<file path="src/rtl/complex_pkg.sv">
// complex_pkg: shared helpers for the complex-arithmetic blocks.
//   A complex word of width EW holds real in [EW-1:EW/2] and imag in
//   [EW/2-1:0], both two's complement. The helpers work on a CMAX_W-wide
//   container word. The half width is passed as an argument, so any block
//   with EW <= CMAX_W can use them. Every component result wraps modulo
//   2^hw.
package complex_pkg;

    localparam int ELEMENT_WIDTH = 64;
    localparam int CMAX_W        = 128;

    typedef logic [CMAX_W-1:0] cword_t;

    function automatic int clog2(input int v);
        int r;
        r = 0;
        for (int i = 0; i < 31; i++) begin
            if ((1 << i) < v) r = i + 1;
        end
        return r;
    endfunction

    // Low hw bits set.
    function automatic cword_t hmask(input int hw);
        cword_t m;
        m = '0;
        for (int i = 0; i < CMAX_W / 2; i++) begin
            if (i < hw) m[i] = 1'b1;
        end
        return m;
    endfunction

    function automatic cword_t re(input cword_t x, input int hw);
        return (x >> hw) & hmask(hw);
    endfunction

    function automatic cword_t im(input cword_t x, input int hw);
        return x & hmask(hw);
    endfunction

    function automatic cword_t cpack(input cword_t r, input cword_t i, input int hw);
        return ((r & hmask(hw)) << hw) | (i & hmask(hw));
    endfunction

    function automatic cword_t cadd(input cword_t a, input cword_t b, input int hw);
        return cpack(re(a, hw) + re(b, hw), im(a, hw) + im(b, hw), hw);
    endfunction

    // Negating the most negative component wraps back to itself.
    function automatic cword_t cneg(input cword_t a, input int hw);
        return cpack(~re(a, hw) + cword_t'(1), ~im(a, hw) + cword_t'(1), hw);
    endfunction

endpackage

</file>
<file path="src/rtl/complex_row_accumulator_if.sv">
// complex_row_accumulator_if: row-in / sum-out bundle.
//   master : drives in_valid/in_last/in_sub/in_row and observes results.
//   slave  : the accumulator. It samples rows and drives out_valid/out_sum/out_rows.
interface complex_row_accumulator_if #(
    parameter int NI    = 8,
    parameter int EW    = 64,
    parameter int CNT_W = 16
) ();
    logic                 in_valid;
    logic                 in_last;
    logic                 in_sub;
    logic [NI*EW-1:0]     in_row;
    logic                 out_valid;
    logic [EW-1:0]        out_sum;
    logic [CNT_W-1:0]     out_rows;

    modport master (
        output in_valid, in_last, in_sub, in_row,
        input  out_valid, out_sum, out_rows
    );

    modport slave (
        input  in_valid, in_last, in_sub, in_row,
        output out_valid, out_sum, out_rows
    );
endinterface

</file>
<file path="src/rtl/complex_adder_tree.sv">
// complex_adder_tree: pipelined reduction of NI complex lanes to one sum.
//   The first register stage captures the row. Each of the following
//   log2(NI) stages adds lane pairs component-wise. valid/last/sub travel
//   in a matching shift register. last and sub are qualified with valid on
//   entry. Result appears L+1 edges after the row is sampled.
//   Ports: clk, rst_n (async low), in_valid/in_last/in_sub/in_row (row in),
//          out_valid/out_last/out_sub/out_sum (reduced row out).
module complex_adder_tree #(
    parameter int NI = 8,
    parameter int EW = 64
) (
    input  logic             clk,
    input  logic             rst_n,
    input  logic             in_valid,
    input  logic             in_last,
    input  logic             in_sub,
    input  logic [NI*EW-1:0] in_row,
    output logic             out_valid,
    output logic             out_last,
    output logic             out_sub,
    output logic [EW-1:0]    out_sum
);
    import complex_pkg::*;

    localparam int L  = clog2(NI);
    localparam int HN = NI / 2;

    logic [NI-1:0][EW-1:0]         row_q;
    logic [L-1:0][HN-1:0][EW-1:0]  tr, tr_nxt;
    logic [L:0]                    vld_pipe, last_pipe, sub_pipe;

    // Stage s keeps NI>>(s+1) live lanes. The upper lanes stay zero.
    // The modulo terms only keep dead-lane indices in range.
    always_comb begin
        tr_nxt = '0;
        for (int s = 0; s < L; s++) begin
            for (int j = 0; j < HN; j++) begin
                if (j < (NI >> (s + 1))) begin
                    if (s == 0) begin
                        tr_nxt[s][j] = EW'(cadd(cword_t'(row_q[2*j]),
                                                cword_t'(row_q[2*j+1]), EW / 2));
                    end else begin
                        tr_nxt[s][j] = EW'(cadd(cword_t'(tr[(s > 0) ? s - 1 : 0][(2*j) % HN]),
                                                cword_t'(tr[(s > 0) ? s - 1 : 0][(2*j+1) % HN]),
                                                EW / 2));
                    end
                end
            end
        end
    end

    always_ff @(posedge clk or negedge rst_n) begin
        if (!rst_n) begin
            row_q     <= '0;
            tr        <= '0;
            vld_pipe  <= '0;
            last_pipe <= '0;
            sub_pipe  <= '0;
        end else begin
            row_q     <= in_row;
            tr        <= tr_nxt;
            vld_pipe  <= {vld_pipe[L-1:0],  in_valid};
            last_pipe <= {last_pipe[L-1:0], in_valid & in_last};
            sub_pipe  <= {sub_pipe[L-1:0],  in_valid & in_sub};
        end
    end

    assign out_valid = vld_pipe[L];
    assign out_last  = last_pipe[L];
    assign out_sub   = sub_pipe[L];
    assign out_sum   = tr[L-1][0];

endmodule

</file>
<file path="src/rtl/complex_row_accumulator.sv">
// complex_row_accumulator: accumulates reduced rows into one complex sum
// per vector, framed by in_last.
//   Ports: clk, rst_n (async low), bus (slave modport):
//     in_valid/in_last/in_sub/in_row -> row per cycle, no backpressure
//     out_valid pulse with out_sum (vector sum) and out_rows (saturating
//     row count). Both outputs hold between pulses.
module complex_row_accumulator #(
    parameter int NI            = 8,
    parameter int ELEMENT_WIDTH = complex_pkg::ELEMENT_WIDTH,
    parameter int CNT_W         = 16
) (
    input  logic                      clk,
    input  logic                      rst_n,
    complex_row_accumulator_if.slave  bus
);
    import complex_pkg::*;

    localparam int EW = ELEMENT_WIDTH;

    logic             t_vld, t_last, t_sub;
    logic [EW-1:0]    t_sum;

    complex_adder_tree #(.NI(NI), .EW(EW)) u_tree (
        .clk       (clk),
        .rst_n     (rst_n),
        .in_valid  (bus.in_valid),
        .in_last   (bus.in_last),
        .in_sub    (bus.in_sub),
        .in_row    (bus.in_row),
        .out_valid (t_vld),
        .out_last  (t_last),
        .out_sub   (t_sub),
        .out_sum   (t_sum)
    );

    logic [EW-1:0]    acc, val, acc_nxt, sum_q;
    logic [CNT_W-1:0] cnt, cnt_nxt, rows_q;
    logic             first, vld_q;

    // On the first row of a vector the stale acc is replaced, not added to.
    always_comb begin
        val     = t_sub ? EW'(cneg(cword_t'(t_sum), EW / 2)) : t_sum;
        acc_nxt = first ? val : EW'(cadd(cword_t'(acc), cword_t'(val), EW / 2));
        cnt_nxt = first ? CNT_W'(1) : ((&cnt) ? cnt : cnt + CNT_W'(1));
    end

    always_ff @(posedge clk or negedge rst_n) begin
        if (!rst_n) begin
            acc    <= '0;
            cnt    <= '0;
            first  <= 1'b1;
            vld_q  <= 1'b0;
            sum_q  <= '0;
            rows_q <= '0;
        end else begin
            vld_q <= 1'b0;
            if (t_vld) begin
                acc   <= acc_nxt;
                cnt   <= cnt_nxt;
                first <= t_last;
                if (t_last) begin
                    vld_q  <= 1'b1;
                    sum_q  <= acc_nxt;
                    rows_q <= cnt_nxt;
                end
            end
        end
    end

    assign bus.out_valid = vld_q;
    assign bus.out_sum   = sum_q;
    assign bus.out_rows  = rows_q;

endmodule

</file>
<file path="src/flat_wrapper.sv">
// flat-port wrapper written by rule: the top's interface ports become plain ports
module complex_row_accumulator_flat import complex_pkg::*;
#(
    parameter int NI            = 8,
    parameter int ELEMENT_WIDTH = complex_pkg::ELEMENT_WIDTH,
    parameter int CNT_W         = 16
)
  (clk, rst_n, bus_in_valid, bus_in_last, bus_in_sub, bus_in_row, bus_out_valid, bus_out_sum, bus_out_rows);
  complex_row_accumulator_if #(.NI(NI), .CNT_W(CNT_W)) bus_i ();
  input  logic clk;
  input  logic rst_n;
  input wire logic [$bits(bus_i.in_valid)-1:0] bus_in_valid;
  input wire logic [$bits(bus_i.in_last)-1:0] bus_in_last;
  input wire logic [$bits(bus_i.in_sub)-1:0] bus_in_sub;
  input wire logic [$bits(bus_i.in_row)-1:0] bus_in_row;
  output wire logic [$bits(bus_i.out_valid)-1:0] bus_out_valid;
  output wire logic [$bits(bus_i.out_sum)-1:0] bus_out_sum;
  output wire logic [$bits(bus_i.out_rows)-1:0] bus_out_rows;
  assign bus_i.in_valid = bus_in_valid;
  assign bus_i.in_last = bus_in_last;
  assign bus_i.in_sub = bus_in_sub;
  assign bus_i.in_row = bus_in_row;
  assign bus_out_valid = bus_i.out_valid;
  assign bus_out_sum = bus_i.out_sum;
  assign bus_out_rows = bus_i.out_rows;
  complex_row_accumulator #(.NI(NI), .ELEMENT_WIDTH(ELEMENT_WIDTH), .CNT_W(CNT_W)) u_core (.clk(clk), .rst_n(rst_n), .bus(bus_i));
endmodule
</file>
<file path="config.mk">
export PLATFORM = sky130hd
export DESIGN_NAME = complex_row_accumulator_flat
export DESIGN_NICKNAME = d
export VERILOG_FILES = /design/src/rtl/complex_pkg.sv /design/src/rtl/complex_row_accumulator_if.sv /design/src/rtl/complex_adder_tree.sv /design/src/rtl/complex_row_accumulator.sv /design/src/flat_wrapper.sv
export SDC_FILE = /design/constraint.sdc
export NUM_CORES = 2
export LEC_CHECK = 0
export CORE_UTILIZATION = 52
export CTS_CLUSTER_DIAMETER = 150
export DETAILED_ROUTE_END_ITERATION = 6
export GPL_ROUTABILITY_DRIVEN = 0
export PLACE_DENSITY = 0.77
export SYNTH_ARGS = -nofsm -noshare
export SYNTH_HDL_FRONTEND = slang
export SYNTH_SLANG_ARGS = --single-unit --ignore-timing --ignore-initial --compat-mode --unroll-limit 50000
export TNS_END_PERCENT = 20
</file>
<file path="constraint.sdc">
create_clock -name clk -period 4.8 [get_ports clk]
set_input_delay 0.96 -clock clk [delete_from_list [all_inputs] [get_ports clk]]
set_output_delay 0.96 -clock clk [all_outputs]
set_load 0.02 [all_outputs]
</file>
==> key figures <==
Yosys
  • Largest family of logic cells by synthesized area: compound AO/OA/AOI/OAI gates
  • Cell variety after synth: 74
  • Mapped Area: 56240 um2
  • Post-synthesis simple-gate area fraction: 0.1017
  • Mux cell area share after synthesis: 0.01204
  • Compound-Gate Fraction of Synth Area: 0.1719
  • Mapped Cells: 5190
  • Synth Area in Adders: 0.1198
  • Post-synthesis area per instance: 10.84 um2
  • Post-Synth XOR/XNOR Area: 0.07039
  • Syn Nets: 6236
  • Synth Warn #: 0
  • Fraction of registers with async set/reset: 1.000
  • Synth Flop Type: dfrtp_1
  • Register area share after synthesis: 0.5046
  • Post-synth EDFFs: 0
  • #FFs+latches synth: 1134

Power
  • Pwr dens: 604.4 nW/um2
  • Maximum vdd drop: 0.3820 mV
  • Leakage power: 31.36 nW

Die
  • Num ports: 598
  • Die Area: 109500 um2
  • Initial Utilization: 0.5246
  • Die W: 330.9 um
  • Die height: 330.9 um
  • Core footprint: 107200 um2
  • FP Rows: 120

GRT
  • First-pass GRT wire length: 224100 um
  • GR Util All Layers: 0.2629
  • Initial antenna violation count: 44
  • Total grt overflow: 0
  • Vias in the first global route: 41.94k
  • Pin count of the biggest net entering global routing: 131

Clocking
  • H-Tree Depth: 3
  • Total CTS buffers: 115
  • CTS tree: built
  • Clock transition at path regs: 0.06 ns
  • CTS max path bufs: 3
  • # clock sinks: 1134
  • CTS root buf: clkbuf_16
  • Hold_buf cts: 0
  • Clk_lat worst skew: 0.72 ns

STA
  • Min Tclk post-route: 4.913 ns
  • Final Max Slew Viols: 0
  • Worst hold margin: 0.2782 ns
  • Setup-failing EPs final: 4
  • Final Hold Vio Count: 0
  • Setup TNS: -0.2320 ns
  • Slew HR: 0.3533
  • Setup Skew: 0.04852 ns
  • Peak Freq: 203.5 MHz
  • Worst slew pin tran: 0.9701 ns
  • Final worst slack: -0.1130 ns
  • RSZ-0062 raised after global routing: true
  • Crit share post-route: 1.024

Layout
  • Layout cells sized above 1: 0.05725
  • Util after Layout: 0.6388
  • Area growth, synth to finish: 21.76%
  • Final nets: 6940
  • Post-Layout Cell Count: 7415
  • Most common cell after layout, fill and taps aside: dfrtp_1
  • Most frequent cells in the layout: dfrtp_1 (1131), clkdlybuf4s50_1 (596), ha_1 (513)

Setup path
  • WP data arrival: 5.48 ns
  • CP startpoint kind: flop
  • Critical path class: reg -> reg
  • Critical-path maximum fanout: 4
  • WP data required: 5.37 ns
  • Crit end category: flop

Job
  • Max Cap Viol: 0

Placed design
  • I/O Buffers: 597
  • Post-DP HPWL: 111400 um
  • Dpl cells: 7175

Outcome
  • Status: finished, violations left
  • Failing checks: setup timing

Route
  • Remaining antenna violation count: 0
  • Total Wirelength: 143200 um
  • Drc violations: 0
  • Starting DRC count in detailed routing: 2815
  • Pre-antenna DRT Iters: 6
  • Avg Vias per Cell: 5.640
  • Avg WL per Cell: 19.31 um
  • Vias: 41.82k

Worst hold path
  • Hold Path Class: in -> async
-- repair_timing --
item | in CTS | in global routing
setup buffers | 1 | 5
pin swaps | 4 | 15
setup endpoints to repair | 4 | 16
gates resized for setup | 11 | 20
-- sequential cells by signal, indices dropped and copies added, names as in the netlist --
name,count
u_core.u_tree.sub_pipe,4
u_core.u_tree.vld_pipe,4
u_core.bus.out_sum,64
u_core.u_tree.last_pipe,4
u_core.first,1
u_core.u_tree.out_sum,64
u_core.bus.out_valid,1
u_core.u_tree.tr,384
u_core.bus.out_rows,16
u_core.acc,64
u_core.cnt,16
u_core.u_tree.row_q,512
-- per-layer routing --
layer  vias up  track usage  part of all wire
met5         -            0            0.0020
met4        46       0.1142             0.042
met3       312      0.05192             0.062
met2      1223       0.4499              0.49
met1     20210       0.3223              0.40
li1      20030            -                 -
-- power breakdown --
| part | switching, mW | internal [mW] | total (mW) |
|---|---|---|---|
| clock network | 3.81 | 5.44 | 9.24 |
| logic | 10.7 | 8.12 | 18.8 |
| registers | 1.57 | 11.8 | 13.3 |
-- cell families (layout without fill, tap and decap cells) --
logic type,after synthesis,count (layout)
xor+xnor,452,452
compound gates,1521,1521
fa+ha+maj,529,529
flops,1134,1134
mux,63,63
buf+inv,293,1094
other cells,0,21
simple gates,1198,1198
-- worst max-delay path: stages (launching register included) --
cell	delay, ns
dfrtp_1	0.38
or4_4	0.54
or3_4	0.35
or3_4	0.34
or4_4	0.43
or4_4	0.59
o41ai_4	0.38
xnor2_2	0.17
ha_1	0.28
a21o_1	0.17
a21oi_2	0.13
nor3b_2	0.19
a21oi_2	0.10
nor2_4	0.15
mux2i_1	0.21
nor3_1	0.06
a221o_1	0.29
-- synthesized netlist by cell type, drive strengths merged (44+ instances only) --
library cell / n / area, um2
dfrtp: 1133 / 28350
ha: 513 / 6419
a21oi: 468 / 2342
nor2: 343 / 1287
xnor2: 335 / 2934
nand2: 334 / 1254
o21ai: 317 / 1587
a21o: 246 / 1847
inv: 212 / 795.8
xor2: 117 / 1025
nand3: 87 / 435.4
nor2b: 75 / 469.2
nor3: 71 / 355.3
clkbuf: 70 / 262.8
and3: 62 / 387.9
o21bai: 59 / 442.9
o21a: 55 / 412.9
o31ai: 54 / 419.2
nand2b: 52 / 325.3
mux2i: 44 / 440.4
-- stage by stage --
stage / setup WS, ns / power [mW] / cell area (um2)
after floorplan: -0.01106 / 25.86 / 56240
after global placement: -0.01680 / 31.32 / 64290
after detailed placement: -0.1152 / 31.85 / 64290
after CTS: -0.009791 / 41.30 / 68300
after global routing: -0.2702 / 44.19 / 68460
final: -0.1130 / 41.39 / 68480
-- final cells by class --
type | instances | area, um2
diodes | 21 | 52.55
inverters | 213 | 799.5
flip-flops and latches | 1134 | 28380
fillers | 8372 | 38720
well taps | 1403 | 1755
clock inverters | 59 | 686.9
repair buffers | 667 | 6619
multi-input cells | 3763 | 26900
clock buffers | 155 | 3278
-- final timing paths --
kind,startpoint,to,slack [ns],cells after the start
min in group clk,u_core.u_tree.vld_pipe[0]$_DFF_PN0_,u_core.u_tree.vld_pipe[1]$_DFF_PN0_,0.35,0
worst max-delay path,u_core.u_tree.out_sum[42]$_DFF_PN0_,u_core.acc[63]$_DFFE_PN0P_,-0.11,16
worst min-delay path,rst_n,u_core.acc[57]$_DFFE_PN0P_,0.28,1
max in group asynchronous,rst_n,u_core.u_tree.row_q[339]$_DFF_PN0_,3.21,2
worst min register to register,u_core.u_tree.vld_pipe[0]$_DFF_PN0_,u_core.u_tree.vld_pipe[1]$_DFF_PN0_,0.35,0
worst max register to register,u_core.u_tree.out_sum[42]$_DFF_PN0_,u_core.acc[63]$_DFFE_PN0P_,-0.11,16
No activity file was read; power rests on OpenSTA's default activity.
